## src/rtl/tomasulo_pkg.sv

```systemverilog
// Shared Tomasulo types: tags, register ids, CDB and issue payloads, and
// the multiply reservation-station dispatch/entry records.
package tomasulo_pkg;

    localparam int unsigned WORD_W   = 32;
    localparam int unsigned TAG_W    = 6;
    localparam int unsigned REG_W    = 5;
    localparam int unsigned ROBID_W  = 5;
    localparam int unsigned RS_MPY_N = 4;

    typedef logic [WORD_W-1:0]  word_t;
    typedef logic [TAG_W-1:0]   tag_t;
    typedef logic [REG_W-1:0]   reg_t;
    typedef logic [ROBID_W-1:0] robid_t;

    typedef struct packed {
        logic   vld;
        tag_t   tag;
        word_t  wdata;
        reg_t   wa;
        robid_t robid;
    } cdb_t;

    typedef struct packed {
        word_t [1:0] rdata;
        reg_t        wa;
        tag_t        tag;
        robid_t      robid;
    } issue_t;

    typedef struct packed {
        logic  rdy;
        tag_t  tag;
        word_t data;
    } rs_src_t;

    typedef struct packed {
        rs_src_t [1:0] src;
        reg_t          wa;
        tag_t          tag;
        robid_t        robid;
    } rs_dis_t;

    typedef struct packed {
        logic          vld;
        rs_src_t [1:0] src;
        reg_t          wa;
        tag_t          tag;
        robid_t        robid;
    } rs_ent_t;

endpackage

```

## src/rtl/tomasulo_age_matrix.sv

```systemverilog
// NxN older-than matrix: older[i][j] set means entry i was allocated before j.
// Grants the single requester that no other requester is older than.
module tomasulo_age_matrix #(
    parameter int unsigned N = 4
) (
    input  logic         clk,
    input  logic         rst,
    input  logic [N-1:0] alloc,
    input  logic [N-1:0] dealloc,
    input  logic [N-1:0] req,
    output logic [N-1:0] grant
);

    logic [N-1:0] older_q [N];
    logic [N-1:0] older_d [N];
    logic         blocked;

    // New entry becomes younger than everyone; freed or new rows drop all claims.
    always_comb begin
        for (int i = 0; i < N; i++) begin
            older_d[i] = older_q[i];
        end
        for (int i = 0; i < N; i++) begin
            for (int j = 0; j < N; j++) begin
                if (alloc[j] && (i != j)) begin
                    older_d[i][j] = 1'b1;
                end
            end
        end
        for (int i = 0; i < N; i++) begin
            if (alloc[i] || dealloc[i]) begin
                older_d[i] = '0;
            end
        end
    end

    always_comb begin
        grant   = '0;
        blocked = 1'b0;
        for (int i = 0; i < N; i++) begin
            blocked = 1'b0;
            for (int j = 0; j < N; j++) begin
                if ((i != j) && req[j] && older_q[j][i]) begin
                    blocked = 1'b1;
                end
            end
            grant[i] = req[i] & ~blocked;
        end
    end

    always_ff @(posedge clk) begin
        if (rst) begin
            for (int i = 0; i < N; i++) begin
                older_q[i] <= '0;
            end
        end else begin
            for (int i = 0; i < N; i++) begin
                older_q[i] <= older_d[i];
            end
        end
    end

endmodule

```

## src/rtl/tomasulo_rs_mpy.sv

```systemverilog
// Multiply reservation station: holds dispatched ops, snoops the CDB for
// missing operands and issues the oldest ready op to the multiplier.
module tomasulo_rs_mpy
    import tomasulo_pkg::*;
#(
    parameter int unsigned N = RS_MPY_N
) (
    input  logic                   clk,
    input  logic                   rst,
    input  logic                   dis_vld,
    input  rs_dis_t                dis,
    output logic                   dis_rdy,
    input  cdb_t                   cdb,
    input  logic                   exe_busy,
    output logic                   iss_vld,
    output issue_t                 iss,
    output logic [$clog2(N+1)-1:0] occ
);

    localparam int unsigned OCC_W = $clog2(N + 1);

    rs_ent_t          ent_q [N];
    rs_ent_t          ent_d [N];
    logic [N-1:0]     elig;
    logic [N-1:0]     free_oh;
    logic [N-1:0]     alloc_oh;
    logic [N-1:0]     grant;
    logic [N-1:0]     issue_oh;
    logic [OCC_W-1:0] occ_d;
    logic             found;
    logic             accept;
    logic             iss_last_q;
    logic             unused_cdb;

    assign unused_cdb = ^{cdb.wa, cdb.robid};

    // Lowest-index free slot and eligibility, from registered state only.
    always_comb begin
        free_oh = '0;
        elig    = '0;
        found   = 1'b0;
        for (int i = 0; i < N; i++) begin
            elig[i] = ent_q[i].vld & ent_q[i].src[0].rdy & ent_q[i].src[1].rdy;
            if (!ent_q[i].vld && !found) begin
                free_oh[i] = 1'b1;
                found      = 1'b1;
            end
        end
    end

    assign accept   = dis_vld & dis_rdy;
    assign alloc_oh = free_oh & {N{accept}};

    tomasulo_age_matrix #(
        .N(N)
    ) u_age (
        .clk    (clk),
        .rst    (rst),
        .alloc  (alloc_oh),
        .dealloc(issue_oh),
        .req    (elig),
        .grant  (grant)
    );

    // exe_busy is the only combinational input into the issue path.
    assign iss_vld  = (|elig) & ~exe_busy & ~iss_last_q;
    assign issue_oh = grant & {N{iss_vld}};

    always_comb begin
        iss = '0;
        for (int i = 0; i < N; i++) begin
            if (issue_oh[i]) begin
                iss.rdata[0] = ent_q[i].src[0].data;
                iss.rdata[1] = ent_q[i].src[1].data;
                iss.wa       = ent_q[i].wa;
                iss.tag      = ent_q[i].tag;
                iss.robid    = ent_q[i].robid;
            end
        end
    end

    // Entry update: allocate (with CDB bypass), retire on issue, or snoop.
    always_comb begin
        for (int i = 0; i < N; i++) begin
            ent_d[i] = ent_q[i];
            if (alloc_oh[i]) begin
                ent_d[i].vld   = 1'b1;
                ent_d[i].wa    = dis.wa;
                ent_d[i].tag   = dis.tag;
                ent_d[i].robid = dis.robid;
                for (int s = 0; s < 2; s++) begin
                    ent_d[i].src[s] = dis.src[s];
                    if (cdb.vld && !dis.src[s].rdy && (dis.src[s].tag == cdb.tag)) begin
                        ent_d[i].src[s].rdy  = 1'b1;
                        ent_d[i].src[s].data = cdb.wdata;
                    end
                end
            end else if (issue_oh[i]) begin
                ent_d[i].vld = 1'b0;
            end else if (ent_q[i].vld && cdb.vld) begin
                for (int s = 0; s < 2; s++) begin
                    if (!ent_q[i].src[s].rdy && (ent_q[i].src[s].tag == cdb.tag)) begin
                        ent_d[i].src[s].rdy  = 1'b1;
                        ent_d[i].src[s].data = cdb.wdata;
                    end
                end
            end
        end
    end

    assign occ_d = occ + OCC_W'(accept) - OCC_W'(|issue_oh);

    always_ff @(posedge clk) begin
        if (rst) begin
            for (int i = 0; i < N; i++) begin
                ent_q[i] <= '0;
            end
            occ        <= '0;
            dis_rdy    <= 1'b1;
            iss_last_q <= 1'b0;
        end else begin
            for (int i = 0; i < N; i++) begin
                ent_q[i] <= ent_d[i];
            end
            occ        <= occ_d;
            dis_rdy    <= (occ_d != OCC_W'(N));
            iss_last_q <= iss_vld;
        end
    end

endmodule
```

## config.mk

```make
export PLATFORM = sky130hd
export DESIGN_NAME = tomasulo_rs_mpy
export DESIGN_NICKNAME = d
export VERILOG_FILES = /design/src/rtl/tomasulo_pkg.sv /design/src/rtl/tomasulo_age_matrix.sv /design/src/rtl/tomasulo_rs_mpy.sv
export SDC_FILE = /design/constraint.sdc
export NUM_CORES = 1
export LEC_CHECK = 0
export ABC_CLOCK_PERIOD_IN_PS = 4780
export BUFFER_PORTS_ARGS = -buffer_cell sky130_fd_sc_hd__buf_2
export CORE_MARGIN = 10
export CORE_UTILIZATION = 50
export DETAILED_ROUTE_END_ITERATION = 6
export PLACE_DENSITY = 0.8
export SYNTH_ARGS = -nofsm -noshare
export SYNTH_HDL_FRONTEND = slang
export SYNTH_HIERARCHICAL = 1
export SYNTH_SLANG_ARGS = --single-unit
export TNS_END_PERCENT = 100
```

## constraint.sdc

```tcl
create_clock -name clk -period 4.78 [get_ports clk]
set_input_delay 0.956 -clock clk [delete_from_list [all_inputs] [get_ports clk]]
set_output_delay 0.956 -clock clk [all_outputs]
set_load 0.01 [all_outputs]
```

After elaboration in Yosys (flattened, before gate mapping)
Memories as Yosys holds them, arrays and structs flattened.
Index checks and enable logic that the tools add are counted.
Widths: inputs -> output; s select.
{ "totals": {"regBits": 5, "latchBits": 0, "ram_bits": 396, "rom_bits": 0, "inputBits": 147, "output_inout_bits": 85, "elab_cells": 222, "n_memories": 2} }
{ "classes": {"add_sub_neg": 2, "multipliers": 0, "div": 0, "n_lt_le_gt_ge": 0, "n_eq_ne": 11, "shifts": 0, "mux": 121, "bitwise": 31, "reduce_logical": 52} }
{ "memory_table": {"columns": ["name", "words", "word_bits", "rd", "rd_clocked_by_memory_dff", "wr", "line", "source"], "rows": [
  ["ent_q", 4, 95, 4, 0, 4, "tomasulo_rs_mpy.sv:22", "rs_ent_t ent_q [N];"],
  ["u_age.older_q", 4, 4, 4, 0, 4, "tomasulo_age_matrix.sv:14", "logic [N-1:0] older_q [N];"]
]} }
{ "op_table": {"columns": ["op", "n"], "rows": [
  ["$mux 32", 22],
  ["$mux 33", 12],
  ["$mux 95", 4],
  ["$mux 80", 4],
  ["$mux 16", 4],
  ["$eq 6x6->1", 10],
  ["$mux 1", 55],
  ["$mux 6", 8],
  ["$mux 4", 8],
  ["$logic_and 1x1->1", 31],
  ["$and 1x1->1", 15],
  ["$logic_not 1->1", 15],
  ["$and 4x4->4", 2],
  ["$mux 2", 4],
  ["$or 1x1->1", 8],
  ["$reduce_or 4->1", 2],
  ["$not 1->1", 6],
  ["$logic_or 1x1->1", 4],
  ["$add 3x1->3", 1],
  ["$ne 3x3->1 const B", 1],
  ["$sub 3x1->3", 1]
]} }

Depth between registers and ports, before layout
Gate-level depths: netlist of run 1.
{ "depth": {"ltp_word": 13, "depth_mapped": 16, "ltp_nobuf": 14} }

Hierarchy
Netlist of run 1, hierarchy kept.
{ "by_module_without_submodules": {"columns": ["mod", "instances", "cells_per_inst", "area_each_um2", "seq_area_each_um2"], "rows": [
  ["tomasulo_rs_mpy", 1, 2641, 20672.3, 7707.4],
  ["tomasulo_age_matrix", 1, 40, 440.4, 240.2]
]} }

Least setup slack after synthesis of run 1
OpenSTA, ideal clock, no wires.
{ "synth_path": {"kind": "input-to-reg", "from": "input port exe_busy", "to": "register dis_rdy", "setup_time_ns": 0.122, "arrival_ns": 3.435, "t_required_ns": 4.658, "path_slack_ns": 1.222, "stages": 16, "path_buffers": 2, "cell_sequence": "nor2_1 -> o41ai_4 -> inv_4 -> clkbuf_1 -> o21ai_1 -> clkbuf_1 -> nand2_1 -> ha_1 -> inv_1 -> ha_1 -> inv_1 -> fa_1 -> xor2_1 -> xnor2_1 -> nor2_1 -> nand3b_1"} }
{ "synth_via": {"elab_chain_cells": 7} }
{ "synth_rtl": {"columns": ["item", "line", "source"], "rows": [
  ["from (decl)", "tomasulo_rs_mpy.sv:14", "input logic exe_busy,"],
  ["$not 1->1", "tomasulo_rs_mpy.sv:66", "assign iss_vld = (|elig) & ~exe_busy & ~iss_last_q;"],
  ["$and 1x1->1 (2 in series)", "tomasulo_rs_mpy.sv:66", null],
  ["$and 4x4->4", "tomasulo_rs_mpy.sv:67", "assign issue_oh = grant & {N{iss_vld}};"],
  ["$reduce_or 4->1", "tomasulo_rs_mpy.sv:111", "assign occ_d = occ + OCC_W'(accept) - OCC_W'(|issue_oh);"],
  ["$sub 3x1->3", "tomasulo_rs_mpy.sv:111", null],
  ["$ne 3x3->1", "tomasulo_rs_mpy.sv:126", "dis_rdy <= (occ_d != OCC_W'(N));"],
  ["to (signal assigned)", "tomasulo_rs_mpy.sv:126", null],
  ["to (decl)", "tomasulo_rs_mpy.sv:12", "output logic dis_rdy,"]
]} }
No other way between the ends.
A chain may end at the register's enable or synchronous reset.

==> results.md, run 1 <==
Outcome:
- The run finished with clean final reports.

Critical path:
- The worst-path maximum fanout is 61.
- The worst reg2reg path endpoint is dis_rdy.
- The worst register-to-register path begins at ent_q[1][94].
- The most critical setup path has its startpoint at ent_q[1][94].
- The critical path class is flop to output port.
- STA classifies the critical path startpoint as a flop.
- For the worst setup path, the data arrival time is about 3.6 ns.
- The minimum setup slack among reg-to-reg paths is 1.05 ns.
- The largest individual stage delay along the critical path comes from the cell o41ai_4.
- The cell count of the worst reg-to-reg path is 15.
- Walking the worst path, the cells encountered are and3_1 > o41ai_4 > inv_4 > buf_4 > a32oi_1 > buf_2.
- The delay of the slowest critical-path stage is ~0.75 ns.
- The required time of the worst setup path is about 3.8 ns.
- The category of the worst setup path capture point is an output port.

Clocking:
- The worst-skew pair later-pin latency is ~0.6 ns.
- TritonCTS built the clock tree.
- The register clock-pin slew on the reported worst setup and hold paths is 0.06 ns.
- Counting along the longest clock path gives a buffer depth of 3.
- The number of buffers added by the clock tree synthesis step is 44.
- For this design, the CTS-stage hold fixing added 0 buffers.
- The sink count of the clock tree is 397.
- The root buffer cell is clkbuf_16.
- After clock tree synthesis, the repair step resized 0 gates.
- The H-tree was split into 2 levels.
- Once the clock tree was built, the setup fixing pass inserted 0 buffers.

GRT:
- The number of antenna violations at the first check in global routing is 3.
- The via count of the first global-routing pass is 21952.
- The global route total overflow is 0.
- In the global route stage, overall resource usage came out at 0.308.
- The first-pass GRT wire length is 125 mm.
- The maximum number of pins on one net before global-route repair is 130.

STA:
- The aggregate negative setup slack is 0 ns.
- The maximum clock rate is 219 MHz.
- The transition at the pin with the smallest max-transition slack is 1.29 ns.
- The number of hold violations in the final report came to 0.
- Setup violations remaining at the end of the flow were counted as 0.
- Across the routed clock network, the largest skew measured is between 0.02 and 0.03 ns.
- Setup repair after global routing left no endpoint under its margin.
- The worst path in the final design needs a cycle of about 4.6 ns, including I/O delays and setup.
- The final-report max-slew violation count is 0.
- Measured against its own limit, the worst slew margin works out to 0.138.
- Once routing completed, OpenROAD measured the worst setup slack at 0.215 ns.
- Of the available clock period, the critical path in the final layout requires 0.955.

Hold path:
- The path with the worst hold slack has its endpoint at ent_q[3][7].
- The worst hold path passes through 2 cells.
- In this run the worst hold path is classified as flop to flop.
- In this run the most critical hold path is launched from ent_q[3][7].

Yosys:
- The total nets after synthesis is ~2800.
- Yosys mapped the design onto 60 distinct sky130hd cell types.
- The fraction of synthesis flops using an asynchronous set or reset pin is 0.
- The Yosys step of the flow raised 6 warnings.
- The top flip-flop cell by instance count after synthesis is dfxtp_1.
- The cell count after synthesis came out at about 2700.
- The synthesized cell area is 0.0211 sq mm.
- The fraction of the yosys area taken by sequential cells is 0.376.
- The flip-flop and latch count after synthesis is approximately 400.
- In this run, synthesis inferred 0 flip-flops with an integrated enable.
- After synthesis, the mean cell area works out to 7.87 sq um.

Route:
- The detailed router's first-iteration violation count is approximately 3100.
- Wires add up to 81.9 mm.
- The first detailed-routing pass took 7 iterations.
- The remaining antenna violation count after routing is 0.
- The mean routed wirelength per cell is 24.9 um.
- The via total after detailed routing is 22784.
- The remaining design rule violation count is 0.
- Using the TritonRoute via totals, the vias-per-cell ratio works out to 6.92.

Power:
- The analysis attributes to cell leakage a power of 8.06 nW.
- The peak supply drop is 302 uV.
- Dividing total power by cell area gives a power density of 333 mW/mm^2.

Floorplan:
- The standard-cell row count is 75.
- The number of I/O pins is 232.
- The die boundary width is 225 um.
- The die covers 0.0508 sq mm.
- The starting density of the core is 0.504.
- The placeable core region is about 0.042 sq mm.
- The die height is 225 um.

Placement:
- The total placed cells including tap cells is between 3000 and 4000.
- Routability-driven placement finished with a final weighted congestion of 0.925.
- The setup slack after placement is 0.708 ns.
- The HPWL after detailed placement is 49.2 mm.
- Port buffering added 221 buffers.

Final layout:
- Leaving out fill and tap cells, the most frequent cells in the layout are 528 x nand2_1, 397 x dfxtp_1, 220 x buf_2.
- At the end of the flow the core is filled with cells to 0.572.
- The area growth from synthesis to layout is 13.4%.
- At the end of the flow, the number of nets in the layout was 2870.
- In the final layout, the share of cells above drive strength 1 is 0.159.
- The library cell used most frequently in the layout, excluding fill and tap cells, is nand2_1.
- The finished layout holds 3292 standard cells, fillers aside.

Flow run:
- The number of violations of the max-capacitance limit is 0.
[routing by layer]
layer | global-route usage | part of all wire | vias to the layer above
met5 | 0 | 0.00026 | -
met4 | 0.171 | 0.057 | 4
met3 | 0.0936 | 0.15 | 427
met2 | 0.457 | 0.43 | 1841
met1 | 0.392 | 0.37 | 10584
li1 | - | - | 9928
[worst max-delay path: cells and delay by family (launching register included)]
| kind | cells | cell delay [ns] |
|---|---|---|
| flip-flops | 1 | 0.35 |
| buffers and inverters | 3 | 1.02 |
| AND/OR/NAND/NOR | 1 | 0.27 |
| AO/OA/AOI/OAI | 2 | 1.33 |
[power breakdown]
group | switching (mW) | leakage, nW | internal, mW
Sequential | 0.0925 | 3.22 | 3.48
Combinational | 0.609 | 4.12 | 0.269
Clock | 1.45 | 0.720 | 2.07
[area by class of cell]
class,instances,area (sq um)
tap,539,674
timing repair buffer,284,1710
clock buffer,61,1270
clock inverter,17,208
antenna,1,2.50
fill,3736,17900
sequential,397,7950
inverter,29,116
multi-input combinational,1964,12000
[kinds of logic (layout without fill, tap and decap cells)]
group,Yosys count,in the layout,share of synthesized area
muxes,71,71,0.0364
other,0,1,0
DFF,397,397,0.376
buffers and inverters,320,391,0.0601
AOI/OAI and AO/OA,766,766,0.269
xor gates and xnor gates,62,62,0.0257
and+or+nand+nor,1062,1062,0.230
adders and majority gates,3,3,0.00213
[Yosys cell counts, types with 32 or more instances]
| master | n | share of area |
|---|---|---|
| a2111oi_0 | 39 | 0.016 |
| a211oi_1 | 134 | 0.048 |
| a21oi_1 | 155 | 0.037 |
| a32oi_1 | 80 | 0.033 |
| and3_1 | 32 | 0.0095 |
| clkbuf_1 | 248 | 0.044 |
| dfxtp_1 | 397 | 0.38 |
| mux2_2 | 46 | 0.025 |
| nand2_1 | 529 | 0.094 |
| nand2b_1 | 84 | 0.025 |
| nand3_1 | 80 | 0.019 |
| nand4_1 | 41 | 0.012 |
| nor2_1 | 141 | 0.025 |
| nor3_1 | 51 | 0.012 |
| nor4_1 | 37 | 0.011 |
| o211ai_1 | 64 | 0.023 |
| o221ai_1 | 96 | 0.040 |
| o31ai_1 | 80 | 0.028 |
| xnor2_1 | 43 | 0.018 |
[worst max-delay path by stage]
| stage | end | slack [ns] | cells past startpoint |
|---|---|---|---|
| final | iss[32] | 0.22 | 6 |
| after global placement | iss[18] | 0.74 | 10 |
| after global routing | iss[32] | 0.12 | 6 |
| after detailed placement | iss[18] | 0.71 | 10 |
| after floorplan | dis_rdy | 1.22 | 16 |
| after CTS | iss[33] | 0.33 | 6 |
[flip-flops by register name, indices dropped and copies added, names as in the netlist]
register and cells:
dis_rdy 1, u_age/older_q 12, iss_last_q 1, occ 3, ent_q 380
[stage by stage]
stage | hold WS [ns] | area (sq um) | total power [mW]
2_1_floorplan | 0.428 | 21100 | 4.13
6_report | 0.451 | 23900 | 7.96
4_1_cts | 0.453 | 23900 | 7.94
5_1_grt | 0.474 | 23900 | 8.18
3_3_place_gp | 0.436 | 22500 | 4.44
3_5_place_dp | 0.442 | 22500 | 4.47
No activity file was read; power rests on OpenSTA's default activity.
==> inputs of run 2 (changes only) <==
--- a/config.mk
+++ b/config.mk
@@ -6,7 +6,7 @@
 export NUM_CORES = 1
 export LEC_CHECK = 0
 export ABC_CLOCK_PERIOD_IN_PS = 4780
-export BUFFER_PORTS_ARGS = -buffer_cell sky130_fd_sc_hd__buf_2
+export BUFFER_PORTS_ARGS = -buffer_cell sky130_fd_sc_hd__clkbuf_2
 export CORE_MARGIN = 10
 export CORE_UTILIZATION = 50
 export DETAILED_ROUTE_END_ITERATION = 6
==> run 2 against run 1 <==
Clock skew increased by 0.011 ns. Routed wire length decreased by 0.21%. Flip-flop and latch count unchanged. Sequential share of layout area decreased by 0.078 points. Register-to-register slack got worse by 0.04 ns. Via count increased by 0.27%. Highest routed layer unchanged.
==> results.md, run 2 (same netlist as run 1, synthesis figures left out) <==
Floorplan:
- The starting density of the core was 0.504 (unchanged).
- The die area is 0.0508 sq mm (unchanged).
- The placeable core region is 0.0419 sq mm (unchanged).
- The number of I/O pins was 232 (unchanged).
- The die boundary width is 225 um (unchanged).
- The die height is 225 um (unchanged).
- The standard-cell row count was 75 (unchanged).

Power:
- The design internal power was 5.98 mW (+2.9%).
- The sequential fraction of design power is 0.440 (-0.008).
- The power per cell area is 338 mW/mm^2 (+1.6%).
- The switching component of the power came to 2.13 mW (-0.92%).
- The part of the power in the clock network is 0.452 (+0.010).
- The switching fraction of total power was 0.263 (-0.00734).
- The peak supply drop is 258 uV (-14%).
- The power after layout is 8.11 mW (+1.8%).
- The total leakage power came to 8.05 nW (-0.19%).
- The relative contribution of combinational cells to total power is 0.108 (-0.002).

GRT:
- The total routing usage reported by global routing came to 0.306 (-0.00147).
- The number of antenna violations at the first check in global routing is 3 (unchanged).
- The global route total overflow is 0 (unchanged).
- The via count of the first global-routing pass came to 22178 (+1.0%).
- The first-pass GRT wire length came to 125 mm (-0.48%).
- The maximum number of pins on one net before global-route repair is 165 (+27%).

Clocking:
- The number of hold buffers added after cts came to 0 (unchanged).
- The total setup buffers inserted after CTS came to 0 (unchanged).
- The clock tree from TritonCTS is built.
- The root buffer cell is clkbuf_16.
- The worst-skew pair later-pin latency is 0.59 ns (about the same).
- The maximum number of buffers from clock root to sink is 3 (unchanged).
- The register clock-pin slew on the reported worst setup and hold paths was 0.06 ns (about the same).
- The total number of H-tree levels is 2 (unchanged).
- The total of cells resized after clock tree synthesis was 0 (unchanged).
- The number of buffers added by the clock tree synthesis step came to 43 (-2.3%).
- The sink count of the clock tree is 397 (unchanged).

Critical path:
- By startpoint and endpoint, the worst setup path is classified as flop to output port.
- The category of the worst setup path capture point is an output port.
- The required time of the worst setup path came to 3.82 ns (about the same).
- The worst-path maximum fanout is 30 (-51%).
- The critical path data arrival time is 3.54 ns (-0.07 ns).
- The startpoint kind of the worst setup timing path is a flop.

STA:
- The fraction of the cycle the final worst path needs is 0.941 (-0.0136).
- The max-slew headroom at the worst pin is 0.0720 (-0.0662).
- The final-report max-slew violation count is 0 (unchanged).
- Setup repair after global routing left no endpoint under its margin.
- The aggregate negative setup slack is 0 ns (unchanged).
- The final-report setup violation count is 0 (unchanged).
- The number of hold violations in the final report was 0 (unchanged).
- The maximum clock rate was 222 MHz (+1.4%).
- The post-layout worst setup margin is 0.281 ns (+0.0652 ns).
- The clock period minus final worst setup slack is 4.50 ns (-0.0652 ns).
- The transition at the pin with the smallest max-transition slack came to 1.39 ns (+0.0993 ns).
- The maximum clock skew at final layout is 0.0407 ns (+0.0108 ns).

Route:
- The mean number of vias per cell was 6.95 (+0.36%).
- The total length of routed wires is 81.7 mm (-0.21%).
- The detailed-router iteration count before antenna repair is 7 (unchanged).
- The remaining design rule violation count was 0 (unchanged).
- The detailed router's first-iteration violation count is 2990 (-3.6%).
- The remaining antenna violation count after routing was 0 (unchanged).
- The mean routed wirelength per cell was 24.8 um (-0.12%).
- The via total after detailed routing was 22845 (+0.27%).

Hold path:
- The worst hold path belongs to the class flop to flop.

Final layout:
- The number of inserted filler cells in the final layout is 3757 (+0.56%).
- The final layout net count was 2867 (-0.10%).
- In the final layout, the registers with the most flip-flops are ent_q x380, u_age/older_q x12, occ x3.
- The number of flip-flops under the largest register name was 380 (unchanged).
- The post-route non-filler standard cell count is 3289 (-0.091%).
- The most frequent standard cell in the layout excluding fill and tap cells is nand2_1.
- The register with the highest flop count is ent_q.
- The area growth from synthesis to layout is 13.6%.
- The share of post-route cells with drive strength above 1 is 0.159 (about the same).
- The library cells used most frequently in the layout, excluding fill and tap cells, are 528 x nand2_1, 397 x dfxtp_1, 220 x clkbuf_2.

Placement:
- The setup slack after placement came to 0.888 ns (+0.180 ns).
- The count of buffers inserted at the top-level ports is 221 (unchanged).
- The total placed cells including tap cells is 3211 (-0.062%).
- The HPWL after detailed placement is 48.5 mm (-1.4%).
- The final weighted congestion of routability-driven global placement was 0.927 (+0.28%).

Flow run:
- The number of violations of the max-capacitance limit is 0 (unchanged).

Outcome:
- The run finished with clean final reports.
run 2: area by class of cell:
type	instances	area, sq um	share of cell area
Antenna cell	2	5.00	0.000209
Timing Repair Buffer	282	1710	0.0713
Multi-Input combinational cell	1964	12000	0.500
Clock inverter	17	295	0.0123
Sequential cell	397	7950	0.331
Inverter	29	116	0.00485
Clock buffer	59	1240	0.0515
Tap cell	539	674	0.0281
run 2: per-stage QoR:
stage | util | hold slack [ns] | area (sq um)
detailed placement | 0.537 | 0.442 | 22500
global placement | 0.537 | 0.436 | 22500
CTS | 0.573 | 0.451 | 24000
floorplan | - | 0.428 | 21100
finish | 0.573 | 0.450 | 24000
global route | 0.573 | 0.468 | 24000
run 2: critical path: stages (launching register included):
cell and delay, ns:
dfxtp_1 0.46, and3_1 0.36, nand2_1 0.09, and3_1 0.35, inv_2 0.56, buf_12 0.33, o31ai_1 0.11, a32oi_1 0.48
clkbuf_2 0.24
run 2: worst paths after layout:
path / from / to / slack, ns / depth (start not counted)
setup / recovery: ent_q[0][94] / iss[32] / 0.28 / 8
setup reg to reg: ent_q[0][94] / dis_rdy / 1.01 / 14
hold reg to reg: ent_q[3][14] / ent_q[3][14] / 0.45 / 2
hold / removal: ent_q[3][14] / ent_q[3][14] / 0.45 / 2
run 2: power by group through the flow:
stage	combinational, mW	clock [mW]	sequential [mW]
2_1_floorplan	0.517	0	3.62
3_3_place_gp	0.804	0	3.63
3_5_place_dp	0.833	0	3.64
4_1_cts	0.838	3.67	3.57
5_1_grt	0.922	3.81	3.58
6_report	0.879	3.67	3.57
run 2: routing by layer:
| layer | vias to the layer above | GRT usage | wire (um) |
|---|---|---|---|
| li1 | 9931 | - | - |
| met1 | 10719 | 0.382 | 30900 |
| met2 | 1818 | 0.469 | 35400 |
| met3 | 375 | 0.0925 | 11500 |
| met4 | 2 | 0.161 | 3920 |
| met5 | - | 0 | 13 |
